File: src/rtl/dram_dump_unit.sv
// dram_dump_unit: waits for all cores to go quiet, then streams DRAM[*PTR_ADDR..END_ADDR]
// out on a valid/ready byte stream. Optional checksum via `DRAM_DUMP_CHECKSUM_EN.
//
// Ports:
//   i_clk, i_rst_n     clock, synchronous active-low reset
//   i_start            arm request (IDLE/DONE only)
//   i_busy             per-core busy flags, watched while waiting for quiet
//   o_mem_rd           one-cycle DRAM read strobe
//   o_mem_addr         DRAM read address (holds when o_mem_rd=0)
//   i_mem_data         DRAM read data, one cycle after o_mem_rd
//   o_data, o_valid    stream output
//   i_ready            stream ready
//   o_active, o_done   dump in progress / dump finished
//   o_count            words accepted in the current or last dump
//   o_checksum         modular sum of accepted words (DRAM_DUMP_CHECKSUM_EN only)
module dram_dump_unit #(
    parameter int NUM_CORES    = 4,
    parameter int ADDR_W       = 16,
    parameter int DATA_W       = 8,
    parameter int PTR_ADDR     = 12,
    parameter int END_ADDR     = 511,
    parameter int QUIET_CYCLES = 2
) (
    input  logic                 i_clk,
    input  logic                 i_rst_n,
    input  logic                 i_start,
    input  logic [NUM_CORES-1:0] i_busy,
    output logic                 o_mem_rd,
    output logic [ADDR_W-1:0]    o_mem_addr,
    input  logic [DATA_W-1:0]    i_mem_data,
    output logic [DATA_W-1:0]    o_data,
    output logic                 o_valid,
    input  logic                 i_ready,
    output logic                 o_active,
    output logic                 o_done,
`ifdef DRAM_DUMP_CHECKSUM_EN
    output logic [DATA_W+ADDR_W-1:0] o_checksum,
`endif
    output logic [ADDR_W:0]      o_count
);

    localparam int QW = $clog2(QUIET_CYCLES + 1);
    localparam logic [ADDR_W-1:0] PTR_A = ADDR_W'(PTR_ADDR);
    localparam logic [ADDR_W-1:0] END_A = ADDR_W'(END_ADDR);

    if (longint'(END_ADDR) >= (longint'(1) << ADDR_W)) begin : g_bad_end
        $error("END_ADDR does not fit in ADDR_W bits");
    end
    if (QUIET_CYCLES < 1) begin : g_bad_quiet
        $error("QUIET_CYCLES must be at least 1");
    end
    if (DATA_W > ADDR_W) begin : g_bad_width
        $error("start pointer wider than address");
    end

    typedef enum logic [2:0] {
        S_IDLE, S_WAIT, S_PTR_RD, S_PTR_CAP,
        S_RD, S_CAP, S_OUT, S_DONE
    } state_t;

    state_t              state, state_n;
    logic [QW-1:0]       quiet, quiet_n;
    logic [ADDR_W-1:0]   addr, addr_n;
    logic [ADDR_W-1:0]   last_addr;
    logic [DATA_W-1:0]   data_n;
    logic                valid_n, active_n, done_n;
    logic [ADDR_W:0]     count_n;
    logic [ADDR_W-1:0]   start_ptr;
`ifdef DRAM_DUMP_CHECKSUM_EN
    logic [DATA_W+ADDR_W-1:0] sum_n;
`endif

    // Pointer is a DRAM word, zero-extended into the address space.
    assign start_ptr = ADDR_W'(i_mem_data);

    always_comb begin
        state_n    = state;
        quiet_n    = quiet;
        addr_n     = addr;
        data_n     = o_data;
        valid_n    = o_valid;
        active_n   = o_active;
        done_n     = o_done;
        count_n    = o_count;
`ifdef DRAM_DUMP_CHECKSUM_EN
        sum_n      = o_checksum;
`endif
        o_mem_rd   = 1'b0;
        o_mem_addr = last_addr;
        unique case (state)
            S_IDLE, S_DONE: begin
                if (i_start) begin
                    state_n  = S_WAIT;
                    active_n = 1'b1;
                    done_n   = 1'b0;
                    count_n  = '0;
                    quiet_n  = '0;
`ifdef DRAM_DUMP_CHECKSUM_EN
                    sum_n    = '0;
`endif
                end
            end
            S_WAIT: begin
                if (|i_busy) begin
                    quiet_n = '0;
                end else begin
                    quiet_n = quiet + 1'b1;
                    if (quiet_n == QW'(QUIET_CYCLES)) state_n = S_PTR_RD;
                end
            end
            S_PTR_RD: begin
                o_mem_rd   = 1'b1;
                o_mem_addr = PTR_A;
                state_n    = S_PTR_CAP;
            end
            S_PTR_CAP: begin
                if (start_ptr > END_A) begin
                    state_n  = S_DONE;
                    active_n = 1'b0;
                    done_n   = 1'b1;
                end else begin
                    addr_n  = start_ptr;
                    state_n = S_RD;
                end
            end
            S_RD: begin
                o_mem_rd   = 1'b1;
                o_mem_addr = addr;
                state_n    = S_CAP;
            end
            S_CAP: begin
                data_n  = i_mem_data;
                valid_n = 1'b1;
                state_n = S_OUT;
            end
            S_OUT: begin
                if (i_ready) begin
                    valid_n = 1'b0;
                    count_n = o_count + 1'b1;
`ifdef DRAM_DUMP_CHECKSUM_EN
                    sum_n   = o_checksum + (DATA_W+ADDR_W)'(o_data);
`endif
                    // Compare before increment so addr never wraps.
                    if (addr == END_A) begin
                        state_n  = S_DONE;
                        active_n = 1'b0;
                        done_n   = 1'b1;
                    end else begin
                        addr_n  = addr + 1'b1;
                        state_n = S_RD;
                    end
                end
            end
            default: state_n = S_IDLE;
        endcase
    end

    always_ff @(posedge i_clk) begin
        if (!i_rst_n) begin
            state     <= S_IDLE;
            quiet     <= '0;
            addr      <= '0;
            last_addr <= '0;
            o_data    <= '0;
            o_valid   <= 1'b0;
            o_active  <= 1'b0;
            o_done    <= 1'b0;
            o_count   <= '0;
`ifdef DRAM_DUMP_CHECKSUM_EN
            o_checksum <= '0;
`endif
        end else begin
            state     <= state_n;
            quiet     <= quiet_n;
            addr      <= addr_n;
            last_addr <= o_mem_addr;
            o_data    <= data_n;
            o_valid   <= valid_n;
            o_active  <= active_n;
            o_done    <= done_n;
            o_count   <= count_n;
`ifdef DRAM_DUMP_CHECKSUM_EN
            o_checksum <= sum_n;
`endif
        end
    end

endmodule

File: config.mk
export PLATFORM = sky130hd
export DESIGN_NAME = dram_dump_unit
export DESIGN_NICKNAME = d
export VERILOG_FILES = /design/src/rtl/dram_dump_unit.sv
export SDC_FILE = /design/constraint.sdc
export NUM_CORES = 1
export LEC_CHECK = 0
export ABC_AREA = 1
export ABC_CLOCK_PERIOD_IN_PS = 1900
export CAP_MARGIN = 5
export CELL_PAD_IN_SITES_DETAIL_PLACEMENT = 0
export CELL_PAD_IN_SITES_GLOBAL_PLACEMENT = 2
export CORE_AREA = 2 2 115 117
export CTS_CLUSTER_DIAMETER = 150
export DETAILED_ROUTE_END_ITERATION = 8
export DIE_AREA = 0 0 117 119
export HOLD_SLACK_MARGIN = 0.06
export PLACE_DENSITY = 0.78
export RECOVER_POWER = 25
export SLEW_MARGIN = 0
export SYNTH_ARGS = -nofsm -noshare
export SYNTH_HDL_FRONTEND = slang
export SYNTH_SLANG_ARGS = --single-unit
export TNS_END_PERCENT = 30
File: constraint.sdc
create_clock -name i_clk -period 1.9 [get_ports i_clk]
set_clock_uncertainty 0.15 [all_clocks]
set_input_delay 0.285 -clock i_clk [delete_from_list [all_inputs] [get_ports i_clk]]
set_output_delay 0.285 -clock i_clk [all_outputs]
set_load 0.02 [all_outputs]
## Word-level counts from Yosys, hierarchy flattened

Index checks and enable logic that the tools add are counted.

- Bits in registers: 65
- Input port bits: 16
- Output and inout port bits: 45
- Logic and storage cells: 76

- Eq/ne operators: 17
- Order comparisons: 1
- $add $sub $neg: 3
- Mux-type cells: 31
- Reduce and logical (&&, ||, !) cells: 15

Operators with widths:

| operator | number |
|---|---|
| 16-bit case mux with 2 select lines | 2 |
| 16-bit two-way mux | 3 |
| 17-bit two-way mux | 2 |
| 17-bit case mux with 2 select lines | 1 |
| 3-bit case mux with 7 select lines | 1 |
| 17-bit by 1-bit adder with 17-bit output (second input constant) | 1 |
| 16-bit by 1-bit adder with 16-bit output (second input constant) | 1 |
| 16-bit by 9-bit equality test with 1-bit output (second input constant) | 1 |
| 2-bit != test (second input constant) | 8 |
| 3-bit equality test (second input constant) | 4 |
| 3-bit two-way mux | 4 |
| 1-bit two-way mux | 10 |
| 8-bit by 9-bit > comparator with 1-bit output (second input constant) | 1 |
| 2-bit two-way mux | 4 |
| 4-bit AND reduction | 2 |
| 2-bit nonzero test | 4 |
| 3-bit by 2-bit equality test with 1-bit output (second input constant) | 2 |
| 1-bit case mux with 3 select lines | 2 |
| 5-bit AND reduction | 1 |
| 2-bit case mux with 2 select lines | 1 |
| 2-bit AND reduction | 2 |
| 2-bit OR reduction | 2 |
| 4-bit OR reduction | 1 |
| 3-bit by 1-bit equality test with 1-bit output (second input constant) | 1 |
| 6 further kinds | 6 |

## Logic depth before layout (Yosys ltp)

- Word-level depth: 5
- Gate-level depth with buffers: 13

## Worst setup path before layout

Ideal clock, no wire load.

- Path kind: register to output
- From: register state[2]
- To: output port o_mem_addr[0]
- Arrival time: 1.359 ns
- Path buffers: 2
- Setup slack: 0.106 ns
- Required time: 1.465 ns
- Cell stages (with the launch flop): 7
- Path through: dfxtp_1 -> buf_2 -> inv_4 -> nand2_1 -> nand2_2 -> buf_2 -> o22ai_1

- Word-level cells in the longest chain between the ends: 2

RTL lines:

| what | RTL line | source |
|---|---|---|
| start: declaration | 61 | `state_t state, state_n;` |
| start signal: assignment | 173 | `state <= state_n;` |
| 3-bit equality test or 3-bit by 2-bit equality test with 1-bit output (tied branches) | 90 | `unique case (state)` |
| 16-bit case mux with 2 select lines (*) | 90 |  |
| end: declaration | 29 | `output logic [ADDR_W-1:0] o_mem_addr,` |

Mark *: on every way between the ends. The rest lies on a longest branch, timed or not.

## Worst setup path in the final report

- From: register state[1]
- To: output port o_mem_addr[3]

Same word-level chain as after synthesis.

==> metrics.csv <==
stage,metric,value,unit
routing,Antenna Violating Nets Remaining,0,
floorplanning,# rows,42,
setup_path,Top delay family on crit path,buffers and inverters,
routing,Via density,4.39,
sta,Least-Margin Pin Slew,718,ps
setup_path,crit start category,flop,
synthesis,yosys warns,0,
placement,gpl congestion,0.852,
floorplanning,core outline area,12900,um^2
placement,HPWL after DPL,8000,um
grt,initial antenna violation count,0,
pwr,Leakage Power,2.06,nW
routing,WL final,10800,um
pwr,pwr dens,1010,nW/um^2
setup_path,reg2reg start,state[1],
finish,"most common cell after layout, fill and taps aside",nand2_1,
clock_network,Num CTS Buffers,9,
worst_hold_path,Hold Startpoint,o_data[5],
sta,final hold violation count,0,
routing,DR pass1 iterations,4,
finish,ant diodes,0,
sta,minimum clock period,1920,ps
setup_path,R2R Path End,state[2],
clock_network,CTS max path bufs,2,
setup_path,kind of critical path,flop to output pin,
finish,nets@finish,669,
sta,fmax,0.521,GHz
grt,pin count of the biggest net entering global routing,36,
status,failing checks,negative setup slack,
setup_path,Crit Path Max Fanout,4,
setup_path,arrival time at the worst endpoint,1480,ps
synthesis,post-synthesis sequential area ratio,37.2,%
clock_network,CTS tree,done,
sta,Worst slew margin,52.2,%
sta,Post-Route Setup TNS,-43.0,ps
setup_path,worst-path cell chain,inv_2 > nor2_4 > nand2_4 > buf_4 > o211ai_1 > buf_4,
sta,fin worst setup slack,-18.2,ps
synthesis,Post-Syn Instances,552,
routing,drt wl/cell,13.1,um
routing,via count,3644,
worst_hold_path,Worst Hold End,o_data[5],
flow_run,Max-Cap Viols,0,
routing,iteration-0 DRC count of the detailed router,156,
synthesis,post-synth top area share,37.2,%
setup_path,critical path's largest stage delay,370,ps
placement,# port buffers,60,
setup_path,R2R depth,7,
clock_network,clock slew at reported path FFs,50,ps
clock_network,CTS Hold Bufs,0,
placement,Setup WS pre-CTS,-272,ps
floorplanning,Initial Util,27.1,%
worst_hold_path,hold path depth,2,
floorplanning,Die W,117,um
pwr,Max VDD drop,421,uV
setup_path,most frequent CP cell,buf_4,
status,outcome,"finished, violations left",
floorplanning,die height,119,um
setup_path,worst path bufs/invs,3,
sta,max-slew violation count,0,
finish,most frequent cells in the layout,"nand2_1, nor2_1, inv_1",
clock_network,CTS root buffer,clkbuf_16,
setup_path,r2r setup slk,90,ps
synthesis,library cell with the largest summed area after synthesis,dfxtp_1,
grt,vias in the first global route,3429,
worst_hold_path,HP Class,flop to flop,
synthesis,Mean Syn Cell Area,6.33,um^2
sta,endpoints failing setup,3,
sta,RSZ-0062 raised after global routing,true,
clock_network,maximum level of the CTS H-tree,3,
synthesis,Mapped Area,3490,um^2
grt,All-Layer GR Usage,16.3,%
grt,GRT overflow,0,
floorplanning,num ports,61,
grt,first-pass GRT wire length,17400,um
finish,Area Overhead vs Synth,43.8,%
synthesis,Post-Syn Nets,571,
setup_path,Crit-path slowest cell,dfxtp_4,
setup_path,CP Capture Type,output pin,
sta,Final period util,101,%
setup_path,Crit path required time,1460,ps
synthesis,Seq cells post-synth,65,
synthesis,largest cells by area after synthesis,"dfxtp_1, nand2_1, nor2_1",
routing,DRC viols,0,
finish,share of layout cells above drive strength 1,18.3,%
clock_network,clock sinks,65,
floorplanning,full die area,13900,um^2
clock_network,Clock Latency Late Sink,340,ps
synthesis,Netlist cell types,32,
[cell families (layout without fill, tap and decap cells)]
logic type	Yosys count	in the layout	synth area share [%]
flops	65	65	37.2
buf+inv	108	210	12.9
compound gates	77	77	12.0
fa+ha+maj	3	3	1.07
simple gates	299	299	36.8
[Yosys cell counts]
| master | instances |
|---|---|
| buf_1 | 1 |
| clkbuf_1 | 6 |
| nand3_2 | 3 |
| nand2_2 | 6 |
| a21oi_1 | 30 |
| nand4_1 | 10 |
| nand2_1 | 141 |
| o31ai_1 | 1 |
| nand3b_1 | 3 |
| nor3_1 | 2 |
| o21ai_1 | 3 |
| o211ai_1 | 1 |
| dfxtp_1 | 65 |
| o21a_1 | 2 |
| nor2_2 | 1 |
| ha_1 | 3 |
| a31oi_1 | 1 |
| buf_2 | 5 |
| inv_2 | 3 |
| o21ai_0 | 23 |
| inv_1 | 85 |
| nand3_1 | 34 |
| o22ai_1 | 14 |
| nand3_4 | 1 |
| nor2_8 | 1 |
| buf_4 | 2 |
| inv_4 | 3 |
| or2_2 | 1 |
| buf_6 | 3 |
| nand2_4 | 2 |
| a21boi_0 | 2 |
| nor2_1 | 94 |
[state kept, by name (all words and copies together), names as in the netlist]
name       count
o_valid        1
state          3
o_count       17
addr          16
quiet          2
o_data         8
last_addr     16
o_active       1
o_done         1
[metrics by stage]
stage | power (mW) | instances | instance area, um^2 | hold slack [ps] | utilization, %
CTS | 5.06 | 830 | 4920 | 294 | 38.2
global route | 5.39 | 830 | 5020 | 309 | 39.0
global placement | 3.35 | 815 | 4570 | 283 | 35.5
finish | 5.07 | 830 | 5020 | 291 | 39.0
floorplan | 2.62 | 552 | 3490 | 279 | -
detailed placement | 3.35 | 815 | 4570 | 286 | 35.5
[tightest hold or removal path, cell delays in order (launching register included)]
cell,delay (ps)
dfxtp_1,300
inv_1,50
a21oi_1,50
[how the worst max path moves through the flow]
| stage | from | endpoint | slack (ps) | depth (start not counted) |
|---|---|---|---|---|
| 3_5_place_dp | state[0] | o_mem_addr[12] | -270 | 5 |
| 4_1_cts | state[1] | o_mem_addr[6] | -50 | 5 |
| 6_report | state[1] | o_mem_addr[3] | -20 | 6 |
| 2_1_floorplan | state[2] | o_mem_addr[0] | 110 | 6 |
| 3_3_place_gp | state[0] | o_mem_addr[9] | -170 | 5 |
| 5_1_grt | state[1] | o_mem_addr[0] | -80 | 5 |
[metal layers]
metal  part of all wire (%)  wire, um  vias up  global-route usage [%]
li1                       -         -     1922                       -
met1                     49      5290     1641                    22.1
met2                     45      4920       69                    25.3
met3                    4.5       488       12                    3.61
met4                    1.4       148        0                    6.03
met5                      0         0        -                       0
[repair_timing]
action                     4_1_cts  5_1_grt
setup buffers                    0        0
pin swaps                        2        1
setup endpoints to repair       17       39
gates resized for setup        104       32
[report_power, final]
part	switching, mW	internal, mW
clock network	0.611	0.980
registers	0.114	1.51
logic	1.13	0.735
total	1.85	3.22
[layout make-up]
cell class / count / area (um^2)
clock buffer: 13 / 270
timing repair buffer: 104 / 966
multi-input combinational: 379 / 1900
fill: 1374 / 7850
tap: 176 / 220
clock inverter: 2 / 12.5
inverter: 91 / 349
sequential: 65 / 1310
Power figures use the tool's default switching activity.
